`config.mk`:
```
export PLATFORM = sky130hd
export DESIGN_NAME = mem_port_arbiter_flat
export DESIGN_NICKNAME = d
export VERILOG_FILES = /design/src/rtl/mem_port_arbiter_pkg.sv /design/src/rtl/mem_port_arbiter_if.sv /design/src/rtl/mem_lat_tracker.sv /design/src/rtl/mem_port_arbiter.sv /design/src/flat_wrapper.sv
export SDC_FILE = /design/constraint.sdc
export NUM_CORES = 1
export LEC_CHECK = 0
export ABC_AREA = 1
export ABC_CLOCK_PERIOD_IN_PS = 3600
export BUFFER_PORTS_ARGS = -buffer_cell sky130_fd_sc_hd__buf_2
export CORE_AREA = 2 2 108 110
export DETAILED_ROUTE_END_ITERATION = 16
export DIE_AREA = 0 0 110 112
export GPL_ROUTABILITY_DRIVEN = 0
export PLACE_DENSITY_LB_ADDON = 0.12
export SYNTH_ARGS = -nofsm -noshare
export SYNTH_HDL_FRONTEND = slang
export SYNTH_SLANG_ARGS = --single-unit
```
`constraint.sdc`:
```
create_clock -name i_clk -period 3.6 [get_ports i_clk]
set_clock_uncertainty 0.2 [all_clocks]
set_input_delay 0.18 -clock i_clk [delete_from_list [all_inputs] [get_ports i_clk]]
set_output_delay 0.18 -clock i_clk [all_outputs]
set_load 0.05 [all_outputs]
```
`src/rtl/mem_port_arbiter_pkg.sv`:
```
// Shared types for the IF/MEM memory port arbiter: FSM states, owner tags, latency width.
// Pure declarations; no latency or backpressure of its own.
package mem_port_arbiter_pkg;

    typedef enum logic [1:0] {
        IDLE        = 2'd0,
        IF_BUSY     = 2'd1,
        LSU_RD_BUSY = 2'd2
    } state_e;

    typedef enum logic {
        OWN_IF  = 1'b0,
        OWN_LSU = 1'b1
    } owner_e;

    localparam int          LAT_W       = 3;
    localparam logic [3:0]  RD_MASK_ALL = 4'hF;

endpackage

```
`src/rtl/mem_port_arbiter_if.sv`:
```
// Bundle of fetch, load/store and memory signals around the arbiter.
// slave = arbiter view, master = pipeline + memory view; handshakes are req/ready per requester.
interface mem_port_arbiter_if;
    logic        i_if_req;
    logic [31:0] i_if_addr;
    logic        i_flush;
    logic        i_lsu_req;
    logic        i_lsu_we;
    logic [31:0] i_lsu_addr;
    logic [31:0] i_lsu_wdata;
    logic [3:0]  i_lsu_wmask;
    logic        o_if_ready;
    logic        o_if_valid;
    logic [31:0] o_if_rdata;
    logic        o_lsu_ready;
    logic        o_lsu_valid;
    logic [31:0] o_lsu_rdata;
    logic        o_mem_req;
    logic        o_mem_we;
    logic [31:0] o_mem_addr;
    logic [31:0] o_mem_wdata;
    logic [3:0]  o_mem_wmask;
    logic [31:0] i_mem_rdata;

    modport slave (
        input  i_if_req, i_if_addr, i_flush,
        input  i_lsu_req, i_lsu_we, i_lsu_addr, i_lsu_wdata, i_lsu_wmask,
        input  i_mem_rdata,
        output o_if_ready, o_if_valid, o_if_rdata,
        output o_lsu_ready, o_lsu_valid, o_lsu_rdata,
        output o_mem_req, o_mem_we, o_mem_addr, o_mem_wdata, o_mem_wmask
    );

    modport master (
        output i_if_req, i_if_addr, i_flush,
        output i_lsu_req, i_lsu_we, i_lsu_addr, i_lsu_wdata, i_lsu_wmask,
        output i_mem_rdata,
        input  o_if_ready, o_if_valid, o_if_rdata,
        input  o_lsu_ready, o_lsu_valid, o_lsu_rdata,
        input  o_mem_req, o_mem_we, o_mem_addr, o_mem_wdata, o_mem_wmask
    );
endinterface

```
`src/rtl/mem_lat_tracker.sv`:
```
// Down-counter tracking one in-flight read: flags the response cycle, holds owner and kill bit.
// Response RD_LAT cycles after issue; no backpressure (memory cannot stall or cancel).
module mem_lat_tracker
    import mem_port_arbiter_pkg::*;
#(
    parameter int RD_LAT = 2
) (
    input  logic   clk_i,
    input  logic   rst_n_i,
    input  logic   issue_i,
    input  owner_e issue_own_i,
    input  logic   flush_i,
    output logic   resp_o,
    output owner_e own_o,
    output logic   kill_o
);

    localparam logic [LAT_W-1:0] LAT_LOAD = LAT_W'(RD_LAT);
    localparam logic [LAT_W-1:0] LAT_ONE  = LAT_W'(1);

    logic [LAT_W-1:0] cnt_q, cnt_d;
    owner_e           own_q, own_d;
    logic             kill_q, kill_d;

    assign resp_o = (cnt_q == LAT_ONE);
    assign own_o  = own_q;
    assign kill_o = kill_q;

    always_comb begin
        cnt_d  = cnt_q;
        own_d  = own_q;
        kill_d = kill_q;
        if (issue_i) begin
            cnt_d  = LAT_LOAD;
            own_d  = issue_own_i;
            kill_d = 1'b0;
        end else begin
            if (cnt_q != '0) cnt_d = cnt_q - LAT_ONE;
            // A flushed fetch still occupies the port; only its data is dropped.
            if (resp_o)
                kill_d = 1'b0;
            else if (flush_i && (cnt_q != '0) && (own_q == OWN_IF))
                kill_d = 1'b1;
        end
    end

    always_ff @(posedge clk_i or negedge rst_n_i) begin
        if (!rst_n_i) begin
            cnt_q  <= '0;
            own_q  <= OWN_IF;
            kill_q <= 1'b0;
        end else begin
            cnt_q  <= cnt_d;
            own_q  <= own_d;
            kill_q <= kill_d;
        end
    end

endmodule

```
`src/rtl/mem_port_arbiter.sv`:
```
// Arbitrates fetch and load/store onto one single-port memory, MEM first with bounded IF starvation.
// Read data RD_LAT cycles after grant, stores complete next cycle; requesters stall until their ready.
module mem_port_arbiter
    import mem_port_arbiter_pkg::*;
#(
    parameter int RD_LAT      = 2,
    parameter int MAX_MEM_RUN = 4
) (
    input  logic              i_clk,
    input  logic              i_rst_n,
    mem_port_arbiter_if.slave bus
);

    localparam logic [3:0] STARVE_MAX = 4'(MAX_MEM_RUN);

    state_e     state_q, state_d;
    logic [3:0] starve_q, starve_d;
    logic       st_vld_q, st_vld_d;

    logic   resp, kill, can_grant, if_elig, if_pri, lsu_gnt, if_gnt, rd_issue;
    owner_e trk_own, issue_own;

    // Reset gates grants combinationally so every output is quiet while reset is held.
    assign can_grant = i_rst_n && ((state_q == IDLE) || resp);
    assign if_elig   = bus.i_if_req && !bus.i_flush;
    assign if_pri    = if_elig && (starve_q == STARVE_MAX);
    assign lsu_gnt   = can_grant && bus.i_lsu_req && !if_pri;
    assign if_gnt    = can_grant && if_elig && !lsu_gnt;
    assign rd_issue  = if_gnt || (lsu_gnt && !bus.i_lsu_we);
    assign issue_own = if_gnt ? OWN_IF : OWN_LSU;

    mem_lat_tracker #(.RD_LAT(RD_LAT)) u_lat (
        .clk_i       (i_clk),
        .rst_n_i     (i_rst_n),
        .issue_i     (rd_issue),
        .issue_own_i (issue_own),
        .flush_i     (bus.i_flush),
        .resp_o      (resp),
        .own_o       (trk_own),
        .kill_o      (kill)
    );

    always_ff @(posedge i_clk or negedge i_rst_n) begin
        if (!i_rst_n) begin
            state_q  <= IDLE;
            starve_q <= '0;
            st_vld_q <= 1'b0;
        end else begin
            state_q  <= state_d;
            starve_q <= starve_d;
            st_vld_q <= st_vld_d;
        end
    end

    always_comb begin
        state_d = state_q;
        if (if_gnt)
            state_d = IF_BUSY;
        else if (lsu_gnt)
            state_d = bus.i_lsu_we ? IDLE : LSU_RD_BUSY;
        else if (resp)
            state_d = IDLE;

        starve_d = starve_q;
        if (!bus.i_if_req || if_gnt)
            starve_d = '0;
        else if (lsu_gnt && (starve_q != STARVE_MAX))
            starve_d = starve_q + 4'd1;

        st_vld_d = lsu_gnt && bus.i_lsu_we;
    end

    always_comb begin
        bus.o_if_ready  = if_gnt;
        bus.o_lsu_ready = lsu_gnt;
        bus.o_mem_req   = 1'b0;
        bus.o_mem_we    = 1'b0;
        bus.o_mem_addr  = '0;
        bus.o_mem_wdata = '0;
        bus.o_mem_wmask = '0;
        bus.o_if_valid  = 1'b0;
        bus.o_if_rdata  = '0;
        bus.o_lsu_valid = st_vld_q;
        bus.o_lsu_rdata = '0;

        if (if_gnt) begin
            bus.o_mem_req   = 1'b1;
            bus.o_mem_addr  = bus.i_if_addr;
            bus.o_mem_wmask = RD_MASK_ALL;
        end else if (lsu_gnt) begin
            bus.o_mem_req   = 1'b1;
            bus.o_mem_we    = bus.i_lsu_we;
            bus.o_mem_addr  = bus.i_lsu_addr;
            bus.o_mem_wdata = bus.i_lsu_we ? bus.i_lsu_wdata : '0;
            bus.o_mem_wmask = bus.i_lsu_we ? bus.i_lsu_wmask : RD_MASK_ALL;
        end

        if (resp && (state_q != IDLE)) begin
            if (trk_own == OWN_IF) begin
                if (!kill && !bus.i_flush) begin
                    bus.o_if_valid = 1'b1;
                    bus.o_if_rdata = bus.i_mem_rdata;
                end
            end else begin
                bus.o_lsu_valid = 1'b1;
                bus.o_lsu_rdata = bus.i_mem_rdata;
            end
        end
    end

endmodule

```
`src/flat_wrapper.sv`:
```
// flat-port wrapper written by rule: the top's interface ports become plain ports
module mem_port_arbiter_flat import mem_port_arbiter_pkg::*;
#(
    parameter int RD_LAT      = 2,
    parameter int MAX_MEM_RUN = 4
)
  (i_clk, i_rst_n, bus_i_if_req, bus_i_if_addr, bus_i_flush, bus_i_lsu_req, bus_i_lsu_we, bus_i_lsu_addr, bus_i_lsu_wdata, bus_i_lsu_wmask, bus_i_mem_rdata, bus_o_if_ready, bus_o_if_valid, bus_o_if_rdata, bus_o_lsu_ready, bus_o_lsu_valid, bus_o_lsu_rdata, bus_o_mem_req, bus_o_mem_we, bus_o_mem_addr, bus_o_mem_wdata, bus_o_mem_wmask);
  mem_port_arbiter_if bus_i ();
  input  logic i_clk;
  input  logic i_rst_n;
  input wire logic [$bits(bus_i.i_if_req)-1:0] bus_i_if_req;
  input wire logic [$bits(bus_i.i_if_addr)-1:0] bus_i_if_addr;
  input wire logic [$bits(bus_i.i_flush)-1:0] bus_i_flush;
  input wire logic [$bits(bus_i.i_lsu_req)-1:0] bus_i_lsu_req;
  input wire logic [$bits(bus_i.i_lsu_we)-1:0] bus_i_lsu_we;
  input wire logic [$bits(bus_i.i_lsu_addr)-1:0] bus_i_lsu_addr;
  input wire logic [$bits(bus_i.i_lsu_wdata)-1:0] bus_i_lsu_wdata;
  input wire logic [$bits(bus_i.i_lsu_wmask)-1:0] bus_i_lsu_wmask;
  input wire logic [$bits(bus_i.i_mem_rdata)-1:0] bus_i_mem_rdata;
  output wire logic [$bits(bus_i.o_if_ready)-1:0] bus_o_if_ready;
  output wire logic [$bits(bus_i.o_if_valid)-1:0] bus_o_if_valid;
  output wire logic [$bits(bus_i.o_if_rdata)-1:0] bus_o_if_rdata;
  output wire logic [$bits(bus_i.o_lsu_ready)-1:0] bus_o_lsu_ready;
  output wire logic [$bits(bus_i.o_lsu_valid)-1:0] bus_o_lsu_valid;
  output wire logic [$bits(bus_i.o_lsu_rdata)-1:0] bus_o_lsu_rdata;
  output wire logic [$bits(bus_i.o_mem_req)-1:0] bus_o_mem_req;
  output wire logic [$bits(bus_i.o_mem_we)-1:0] bus_o_mem_we;
  output wire logic [$bits(bus_i.o_mem_addr)-1:0] bus_o_mem_addr;
  output wire logic [$bits(bus_i.o_mem_wdata)-1:0] bus_o_mem_wdata;
  output wire logic [$bits(bus_i.o_mem_wmask)-1:0] bus_o_mem_wmask;
  assign bus_i.i_if_req = bus_i_if_req;
  assign bus_i.i_if_addr = bus_i_if_addr;
  assign bus_i.i_flush = bus_i_flush;
  assign bus_i.i_lsu_req = bus_i_lsu_req;
  assign bus_i.i_lsu_we = bus_i_lsu_we;
  assign bus_i.i_lsu_addr = bus_i_lsu_addr;
  assign bus_i.i_lsu_wdata = bus_i_lsu_wdata;
  assign bus_i.i_lsu_wmask = bus_i_lsu_wmask;
  assign bus_i.i_mem_rdata = bus_i_mem_rdata;
  assign bus_o_if_ready = bus_i.o_if_ready;
  assign bus_o_if_valid = bus_i.o_if_valid;
  assign bus_o_if_rdata = bus_i.o_if_rdata;
  assign bus_o_lsu_ready = bus_i.o_lsu_ready;
  assign bus_o_lsu_valid = bus_i.o_lsu_valid;
  assign bus_o_lsu_rdata = bus_i.o_lsu_rdata;
  assign bus_o_mem_req = bus_i.o_mem_req;
  assign bus_o_mem_we = bus_i.o_mem_we;
  assign bus_o_mem_addr = bus_i.o_mem_addr;
  assign bus_o_mem_wdata = bus_i.o_mem_wdata;
  assign bus_o_mem_wmask = bus_i.o_mem_wmask;
  mem_port_arbiter #(.RD_LAT(RD_LAT), .MAX_MEM_RUN(MAX_MEM_RUN)) u_core (.i_clk(i_clk), .i_rst_n(i_rst_n), .bus(bus_i));
endmodule
```
==> impl_results.md <==
- Power density over cell area: 474 nW/um2
- Max Slew Vio Count: 0
- Cell with the most instances after synthesis: nand2_1
- Crit path from: i_rst_n
- Measured slew at the worst slew-check pin: 1.06 ns
- DPL Wire Length: 7480 um
- Post-layout net count: 785
- Total track usage: 0.130
- R2r endpoint: u_core.u_lat.cnt_q[2]
- Total grt overflow: 0
- H-Tree Depth: 1
- Number of synthesized register bits: 12
- Layout area overhead: 83.4%
- Clock buffer depth: 2
- Crit path cell chain: dlygate4sd3_1 -> buf_2 -> nand3_4 -> nor2_8 -> inv_2 -> nor2_1 -> buf_2
- Share of power burned in registers: 0.125
- Pin count of the biggest net entering global routing: 38
- Final setup fails: 0
- Syn Area/Cell: 4.96 um2
- Global-route wire length before repair: 12800 um
- Library cells used by synthesis: 23
- CP Class: in -> out
- Pre-antenna DRT Iters: 4
- # DRC: 0
- Chip Height: 112 um
- Max cap viols: 0
- Routed len/inst: 11.3 um
- # hold bufs at CTS: 1
- Critical path launch point type: primary input
- Total wire length: 8850 um
- RSZ-0062 raised after global routing: no
- CP required: 3.22 ns
- Critical path peak fanout: 37
- Crit. End Element: output port
- Initial antenna violation count: 0
- Placed cells: 779
- Antenna fix cells: 0
- Post CTS Setup Buffer Count: 0
- Mapped Cells: 379
- Total CTS buffers: 3
- Reg clk slew, reported paths: 0.04 ns
- YS warnings: 0
- Post-DR vias/cell: 3.90
- Reg-to-Reg Start: u_core.u_lat.cnt_q[1]
- Comb pwr share: 0.736
- Switching Fraction: 0.616
- Fin crit share: 0.793
- Port buffer count: 275
- Dominant cell type by area after synthesis: nand2_1
- Worst path buffer plus inverter count: 4
- CP dominant cell by count: buf_2
- Worst EP arrival: 2.48 ns
- Ys flop type: dfrtp_1
- Ys async rst share: 1.00
- Clock share of power: 0.140
- Resized cells post-CTS: 0
- Crit path capture: bus_o_mem_wdata[27]
- Leakage: 0.00252 uW
- Worst R2R Path Depth: 9
- Iter 0 DRT Violations: 106
- Syn nets: 522
- Switching power total: 1010 uW
- Internal: 629 uW
- VDD IR-drop max: 0.000173 V
- Initial Util: 0.168
- Final hold violations: 0
- Worst rel slew slack: 0.290
- Post-Syn Area: 1880 um2
- Commonest cells in the netlist: nand2_1, nor2_1, inv_1
- Num ports: 276
- Seq/Total Area, Yosys: 0.160
- Number of synthesized flops with an enable pin: 0
- Clk root buf: clkbuf_16
- Synth top area share: 0.297
- Worst Hold Class: in -> reg
- Site row count: 39
- Share of cells above drive strength 1: 0.460
- Core box area: 11200 um2
- CP top delay family: buffers and inverters
- Chip Width: 110 um
- Die area: 12300 um2
- Fin cells: 784
- Synth area leaders: nand2_1, nor2_1, dfrtp_1, inv_1, ha_1
- Worst path depth: 7
- Vias in the first global route: 2818
- R2R setup slack: 1.43 ns
- Max incr delay on CP: 0.52 ns
- Via count of the routed design: 3055
- Clock latency at the later pin of the worst-skew pair: 0.24 ns
- Layout fillers: 1267
- Clk sink count: 12
- Fmax: 0.350 GHz
- Crit-path slowest cell: dlygate4sd3_1
- Setup TNS Final: 0 ns
- CTS tree: yes
- Outcome: finished clean
- Min cycle time layout: 2.86 ns
- Post-route antenna net violation count: 0
==> power by group through the flow <==
stage                     registers, uW  logic (uW)  clock network [uW]
final                               204        1200                 229
after global routing                210        1310                 244
after CTS                           205        1220                 234
after detailed placement            207        1220                   0
after global placement              206        1210                   0
after floorplan                     199         927                   0
==> cells in the final DEF (no fill, tap or decap), types with 4 or more instances in the layout <==
cell type,Yosys,layout
dfrtp_1,12,12
nand2_1,149,149
nand4_1,6,6
ha_1,5,5
a21oi_1,4,4
nor2_1,110,110
nand3_1,5,5
buf_2,6,275
inv_1,49,49
==> how the worst min path moves through the flow <==
| stage | startpoint | depth (start not counted) | end | slack, ns |
|---|---|---|---|---|
| after detailed placement | i_rst_n | 1 | u_core.starve_q[2] | -0.06 |
| after CTS | bus_i_if_req | 3 | u_core.starve_q[1] | 0.08 |
| after global routing | bus_i_if_req | 3 | u_core.starve_q[2] | 0.10 |
| after global placement | i_rst_n | 1 | u_core.u_lat.cnt_q[0] | -0.06 |
| after floorplan | i_rst_n | 0 | u_core.st_vld_q | -0.32 |
| final | bus_i_if_req | 3 | u_core.starve_q[2] | 0.08 |
==> worst reg2reg max path, cell delays in order, from the launching register on <==
cell and delay, ns:
dfrtp_1 0.36, inv_1 0.09, ha_1 0.16, nand2_2 0.10, nand2_4 0.12, nand3_4 0.10
nor2_8 0.43, nand2_1 0.25, nand2_1 0.19, nor2_1 0.06
==> logic make-up after synthesis <==
| kind of cell | Yosys count | share of synthesized area |
|---|---|---|
| simple gates | 282 | 0.622 |
| xor+xnor | 3 | 0.0140 |
| flops | 12 | 0.160 |
| fa+ha+maj | 5 | 0.0333 |
| buf+inv | 71 | 0.155 |
| compound gates | 6 | 0.0160 |
==> per-layer routing <==
| layer | wire, um | GRT usage | vias to the layer above |
|---|---|---|---|
| met5 | 0 | 0 | - |
| met4 | 36 | 0.0203 | 0 |
| met3 | 808 | 0.0146 | 2 |
| met2 | 4920 | 0.281 | 164 |
| met1 | 3090 | 0.126 | 1266 |
| li1 | - | - | 1623 |
==> final cells by class <==
class,instances,area (um2),share of cell area
timing repair buffer,277,1390,0.404
multi-input combinational,296,1290,0.374
sequential,12,300,0.0871
inverter,52,198,0.0573
tap,143,179,0.0519
clock buffer,4,88.8,0.0258
==> registers in the layout, indices dropped and copies added, names as in the netlist <==
signal               cells
u_core.u_lat.kill_o      1
u_core.state_q           2
u_core.st_vld_q          1
u_core.u_lat.cnt_q       3
u_core.u_lat.own_o       1
u_core.starve_q          4
==> through the flow <==
step | worst slack (ns) | cell area (um2) | total power (uW) | hold slack [ns] | util
finish | 0.745 | 3450 | 1640 | 0.0776 | 0.309
global route | 0.500 | 3450 | 1760 | 0.100 | 0.309
CTS | 0.663 | 3450 | 1660 | 0.0777 | 0.309
detailed placement | 1.02 | 3350 | 1420 | -0.0610 | 0.300
global placement | 1.07 | 3350 | 1420 | -0.0617 | 0.300
floorplan | 1.32 | 1880 | 1130 | -0.316 | -
No activity file was read; power rests on OpenSTA's default activity.
